**src/rtl/game_sequencer_if.sv**
```systemverilog
// Phase-controller bundle: frame/input status from the playfield and the
// phase, motion and score controls returned to the sprite logic.
interface game_sequencer_if;
  logic        vsync;
  logic        start_debounced;
  logic [19:0] invaders_array;
  logic [3:0]  invaders_line;
  logic [7:0]  score;
  logic [1:0]  gameplay;
  logic        enable;
  logic        clear;
  logic        clear_score;
  logic [2:0]  level;
  logic [7:0]  hi_score;

  // master: the sequencer itself
  modport master (
    input  vsync, start_debounced, invaders_array, invaders_line, score,
    output gameplay, enable, clear, clear_score, level, hi_score
  );

  // slave: the playfield / display side
  modport slave (
    output vsync, start_debounced, invaders_array, invaders_line, score,
    input  gameplay, enable, clear, clear_score, level, hi_score
  );
endinterface

```
**src/rtl/game_sequencer.sv**
```systemverilog
// Game-phase controller: attract -> playing -> level-clear / game-over, with level and high score.
// Start acts two cycles after the button edge, wave/landing one cycle after; no backpressure, all outputs registered.
module game_sequencer #(
  parameter int unsigned LOSE_LINE       = 13,
  parameter int unsigned PAUSE_FRAMES    = 120,
  parameter int unsigned GAMEOVER_FRAMES = 180,
  parameter int unsigned MAX_LEVEL       = 7
) (
  input  logic              clk_36MHz,
  input  logic              reset,
  game_sequencer_if.master  gs
);

  typedef enum logic [1:0] {
    ATTRACT     = 2'b00,
    PLAYING     = 2'b01,
    LEVEL_CLEAR = 2'b10,
    GAME_OVER   = 2'b11
  } state_t;

  localparam logic [7:0] PAUSE_INIT    = 8'(PAUSE_FRAMES);
  localparam logic [7:0] GAMEOVER_INIT = 8'(GAMEOVER_FRAMES);
  localparam logic [2:0] LEVEL_TOP     = 3'(MAX_LEVEL);
  localparam logic [3:0] LOSE_ROW      = 4'(LOSE_LINE);

  state_t     state;
  logic       enable_r;
  logic       clear_r;
  logic       clear_score_r;
  logic [2:0] level_r;
  logic [7:0] hi_score_r;
  logic [7:0] frame_cnt;
  logic       start_q;
  logic       start_rise;
  logic       vsync_q;

  logic       frame_tick;
  logic       wave_done;
  logic       landed;
  logic       last_frame;

  assign frame_tick = ~gs.vsync & vsync_q;
  assign wave_done  = (gs.invaders_array == 20'd0);
  assign landed     = (gs.invaders_line >= LOSE_ROW);
  assign last_frame = frame_tick && (frame_cnt == 8'd1);

  // start_rise is a registered flag, so a start press acts one cycle later
  // than the combinational frame/wave conditions.
  always_ff @(posedge clk_36MHz) begin
    if (reset) begin
      state         <= ATTRACT;
      enable_r      <= 1'b0;
      clear_r       <= 1'b0;
      clear_score_r <= 1'b0;
      level_r       <= 3'd0;
      hi_score_r    <= 8'd0;
      frame_cnt     <= 8'd0;
      start_q       <= 1'b1;
      start_rise    <= 1'b0;
      vsync_q       <= 1'b1;
    end else begin
      start_q       <= gs.start_debounced;
      start_rise    <= gs.start_debounced & ~start_q;
      vsync_q       <= gs.vsync;
      clear_r       <= 1'b0;
      clear_score_r <= 1'b0;

      unique case (state)
        ATTRACT: begin
          enable_r <= 1'b0;
          if (start_rise) begin
            state         <= PLAYING;
            enable_r      <= 1'b1;
            level_r       <= 3'd0;
            clear_r       <= 1'b1;
            clear_score_r <= 1'b1;
          end
        end

        PLAYING: begin
          enable_r <= 1'b1;
          if (wave_done) begin
            state     <= LEVEL_CLEAR;
            enable_r  <= 1'b0;
            frame_cnt <= PAUSE_INIT;
          end else if (landed) begin
            state     <= GAME_OVER;
            enable_r  <= 1'b0;
            frame_cnt <= GAMEOVER_INIT;
            if (gs.score > hi_score_r) begin
              hi_score_r <= gs.score;
            end
          end
        end

        LEVEL_CLEAR: begin
          enable_r <= 1'b0;
          if (frame_tick && frame_cnt != 8'd0) begin
            frame_cnt <= frame_cnt - 8'd1;
          end
          if (last_frame) begin
            state    <= PLAYING;
            enable_r <= 1'b1;
            clear_r  <= 1'b1;
            if (level_r < LEVEL_TOP) begin
              level_r <= level_r + 3'd1;
            end
          end
        end

        GAME_OVER: begin
          enable_r <= 1'b0;
          if (frame_tick && frame_cnt != 8'd0) begin
            frame_cnt <= frame_cnt - 8'd1;
          end
          if (last_frame) begin
            state      <= ATTRACT;
            // a press made during the final game-over cycle must not carry into attract
            start_rise <= 1'b0;
          end
        end

        default: begin
          state <= ATTRACT;
        end
      endcase
    end
  end

  assign gs.gameplay    = state;
  assign gs.enable      = enable_r;
  assign gs.clear       = clear_r;
  assign gs.clear_score = clear_score_r;
  assign gs.level       = level_r;
  assign gs.hi_score    = hi_score_r;

endmodule
```
**src/flat_wrapper.sv**
```systemverilog
// flat-port wrapper written by rule: the top's interface ports become plain ports
module game_sequencer_flat 
#(
  parameter int unsigned LOSE_LINE       = 13,
  parameter int unsigned PAUSE_FRAMES    = 120,
  parameter int unsigned GAMEOVER_FRAMES = 180,
  parameter int unsigned MAX_LEVEL       = 7
)
  (clk_36MHz, reset, gs_vsync, gs_start_debounced, gs_invaders_array, gs_invaders_line, gs_score, gs_gameplay, gs_enable, gs_clear, gs_clear_score, gs_level, gs_hi_score);
  game_sequencer_if gs_i ();
  input  logic clk_36MHz;
  input  logic reset;
  input wire logic [$bits(gs_i.vsync)-1:0] gs_vsync;
  input wire logic [$bits(gs_i.start_debounced)-1:0] gs_start_debounced;
  input wire logic [$bits(gs_i.invaders_array)-1:0] gs_invaders_array;
  input wire logic [$bits(gs_i.invaders_line)-1:0] gs_invaders_line;
  input wire logic [$bits(gs_i.score)-1:0] gs_score;
  output wire logic [$bits(gs_i.gameplay)-1:0] gs_gameplay;
  output wire logic [$bits(gs_i.enable)-1:0] gs_enable;
  output wire logic [$bits(gs_i.clear)-1:0] gs_clear;
  output wire logic [$bits(gs_i.clear_score)-1:0] gs_clear_score;
  output wire logic [$bits(gs_i.level)-1:0] gs_level;
  output wire logic [$bits(gs_i.hi_score)-1:0] gs_hi_score;
  assign gs_i.vsync = gs_vsync;
  assign gs_i.start_debounced = gs_start_debounced;
  assign gs_i.invaders_array = gs_invaders_array;
  assign gs_i.invaders_line = gs_invaders_line;
  assign gs_i.score = gs_score;
  assign gs_gameplay = gs_i.gameplay;
  assign gs_enable = gs_i.enable;
  assign gs_clear = gs_i.clear;
  assign gs_clear_score = gs_i.clear_score;
  assign gs_level = gs_i.level;
  assign gs_hi_score = gs_i.hi_score;
  game_sequencer #(.LOSE_LINE(LOSE_LINE), .PAUSE_FRAMES(PAUSE_FRAMES), .GAMEOVER_FRAMES(GAMEOVER_FRAMES), .MAX_LEVEL(MAX_LEVEL)) u_core (.clk_36MHz(clk_36MHz), .reset(reset), .gs(gs_i));
endmodule
```
**config.mk**
```make
export PLATFORM = sky130hd
export DESIGN_NAME = game_sequencer_flat
export DESIGN_NICKNAME = d
export VERILOG_FILES = /design/src/rtl/game_sequencer_if.sv /design/src/rtl/game_sequencer.sv /design/src/flat_wrapper.sv
export SDC_FILE = /design/constraint.sdc
export NUM_CORES = 1
export LEC_CHECK = 0
export ABC_AREA = 1
export CAP_MARGIN = 20
export CORE_ASPECT_RATIO = 0.75
export CORE_MARGIN = 2
export CORE_UTILIZATION = 35
export CTS_CLUSTER_SIZE = 10
export DETAILED_ROUTE_END_ITERATION = 12
export SLEW_MARGIN = 20
export SYNTH_ARGS = -nofsm -noshare
export SYNTH_HDL_FRONTEND = slang
export SYNTH_SLANG_ARGS = --single-unit
```
**constraint.sdc**
```tcl
create_clock -name clk_36MHz -period 1.63 [get_ports clk_36MHz]
set_input_delay 0.2445 -clock clk_36MHz [delete_from_list [all_inputs] [get_ports clk_36MHz]]
set_output_delay 0.2445 -clock clk_36MHz [all_outputs]
set_load 0.02 [all_outputs]
```
==> results.md <==
- Antenna Nets Post-Route: 0
- Yosys reg bits: 27
- Setup crit end kind: flop
- Largest net degree at the start of global routing: 20
- Pwr dens: 1070 nW/µm²
- Slew HR: 75.7%
- Vias in the first global route: 1675
- Dpl hpwl: 2900 µm
- CTS root buf: clkbuf_8
- First-pass GRT wire length: 7270 µm
- Final setup viols: 8
- Crit Path Class: flop to flop
- Final Max Tran Viols: 0
- CTS Buf Count: 3
- GR Layer Usage met2: 26.4%
- Post-route setup slack: -0.0662 ns
- Grt met3 use: 3.95%
- Met1 Usage GRT: 21.5%
- Seq/Total Area, Yosys: 31.5%
- Max-cap violation count: 0
- Worst min-delay path class: input pin to flop
- # IOs: 52
- Die ar.: 5490 µm²
- # DRC: 0
- Leakage power: 0.00127 µW
- Avg WL per Cell: 10.6 µm
- Total power: 2870 µW
- Clock buffer depth: 2
- Share of cells above drive strength 1: 25.4%
- Hold_buf cts: 0
- Buffers on Ports: 51
- DP Area: 2350 µm²
- Design Area, Final: 2680 µm²
- Crit path launch type: flop
- Ant diodes: 0
- Worst slew pin tran: 0.361 ns
- CTS H-tree depth: 1
- Fin util: 55.7%
- Clk Latency, worst-skew pair: 0.27 ns
- Status: finished with violations
- Iteration count of the initial detailed-routing pass: 4
- Cells after synthesis: 261
- Async SR Flop Fraction: 0%
- Failing checks: setup timing
- Hold Slack: 0.434 ns
- Placer congestion estimate: 0.769
- Avg Synthesized Cell Area: 6.58 µm²
- Layout area overhead: 56.3%
- Mapped Nets: 308
- Mapped Area: 1720 µm²
- First DRT Iteration DRCs: 61
- Final nets: 386
- Congestion Overflow GR: 0
- Final WL: 4240 µm
- Reg clk slew, reported paths: 0.10 ns
- Ys Warns: 0
- Fmax: 0.590 GHz
- Via density: 4.46
- Count of flip-flops with a built-in enable after synthesis: 0
- Max FO, Critical Path: 7
- Min Clock Period, post-route: 1.70 ns
- Unrepaired setup endpoints after global routing: true
- Critical path arrival: 1.88 ns
- Starting Density: 35.6%
- Final Skew: 0.00292 ns
- Number of antenna violations at the first check in global routing: 0
- Tcrit/Tclk final: 104%
- Rows: 22
- Busiest grt layer: met2
- # clock sinks: 27
- Die Width: 84.9 µm
- Commonest non-fill, non-tap cell in the layout: nor2_1
- Crit path required time: 1.81 ns
- VDD IR max: 0.914 mV
- Hold Vio Cnt, Final: 0
- CTS tree: done
- Die Ht: 64.7 µm
- Synth Flop Type: dfxtp_1
- Distinct cells, synth: 32
- Overall Global Routing Usage: 16.1%
- Core Area: 4820 µm²
- Commonest non-fill, non-tap cells in the layout: 61 x nor2_1, 55 x nand2_1, 39 x clkdlybuf4s50_1, 27 x inv_1, 23 x buf_4
- Via count: 1774
## through the flow
step / setup TNS (ns) / std cells / worst slack [ns]
2_1_floorplan: 0 / 261 / 0.00334
3_3_place_gp: -3.79 / 379 / -0.403
3_5_place_dp: -3.52 / 379 / -0.394
4_1_cts: 0 / 396 / 0.00178
5_1_grt: -1.18 / 398 / -0.157
6_report: -0.414 / 398 / -0.0662
## cells by family after synthesis
| logic type | after synthesis | share of synthesized area [%] |
|---|---|---|
| xor+xnor | 2 | 1.02 |
| compound gates | 21 | 7.29 |
| flops | 27 | 31.5 |
| simple gates | 159 | 41.7 |
| fa+ha+maj | 11 | 8.02 |
| buf+inv | 41 | 10.5 |
## final timing paths
| check | cells after the start | to | start | slack, ns |
|---|---|---|---|---|
| worst max-delay path | 10 | u_core.gs.hi_score[6] | u_core.gs.hi_score[7] | -0.07 |
| worst min-delay path | 5 | u_core.gs.hi_score[3] | gs_score[3] | 0.43 |
| worst max register to register | 10 | u_core.gs.hi_score[6] | u_core.gs.hi_score[7] | -0.07 |
| worst min register to register | 3 | u_core.start_rise | u_core.start_q | 0.47 |
## per-layer routing
layer,vias up,part of all wire [%]
met5,-,0
met4,0,1.1
met3,6,5.1
met2,39,46
met1,767,48
li1,962,-
## critical path: stages, from the launching register on
cell,delay [ns]
dfxtp_2,0.33
inv_1,0.06
ha_4,0.27
nand2_2,0.07
o21ai_1,0.24
a21oi_2,0.09
nor2_4,0.23
buf_12,0.17
nand2_1,0.05
nand2_1,0.05
nor2_1,0.04
## where the power goes
group	switching (µW)	total [µW]	internal [µW]
Sequential	125	929	804
Clock	219	392	174
Combinational	882	1550	664
Total	1230	2870	1640
## flip-flops by register name, summed over array words and instances, names as in the netlist
signal                 count
u_core.start_rise          1
u_core.gs.hi_score         8
u_core.gs.level            3
u_core.vsync_q             1
u_core.frame_cnt           8
u_core.gs.clear            1
u_core.gs.clear_score      1
u_core.gs.gameplay         2
u_core.gs.enable           1
u_core.start_q             1
## area by class of cell
class | instances | area [µm²]
Clock inverter | 1 | 7.51
Timing Repair Buffer | 77 | 738
Fill cell | 486 | 2130
Clock buffer | 3 | 41.3
Tap cell | 60 | 75.1
Multi-Input combinational cell | 193 | 1130
Inverter | 37 | 141
Sequential cell | 27 | 551
## synthesized netlist by cell type, types with 2 or more instances
master	count	area (µm²)
a21oi_1	12	60.1
inv_2	2	7.51
nor2_1	63	236
o21ai_0	5	25.0
nand3_1	6	30.0
or2_2	2	12.5
nor2_2	3	18.8
inv_1	33	124
buf_6	3	33.8
nor3_1	2	10.0
ha_1	11	138
nand4_1	4	25.0
xor2_1	2	17.5
dfxtp_1	27	541
nand2_1	66	248
nor2_4	4	45.0
## timing repair
action,CTS,global route
resized for setup,27,20
endpoints found under the setup margin,9,18
endpoints found under the hold margin,0,0
cloned,1,0
pin swaps,16,10
setup buffers,12,2
No activity file was read; power rests on OpenSTA's default activity.
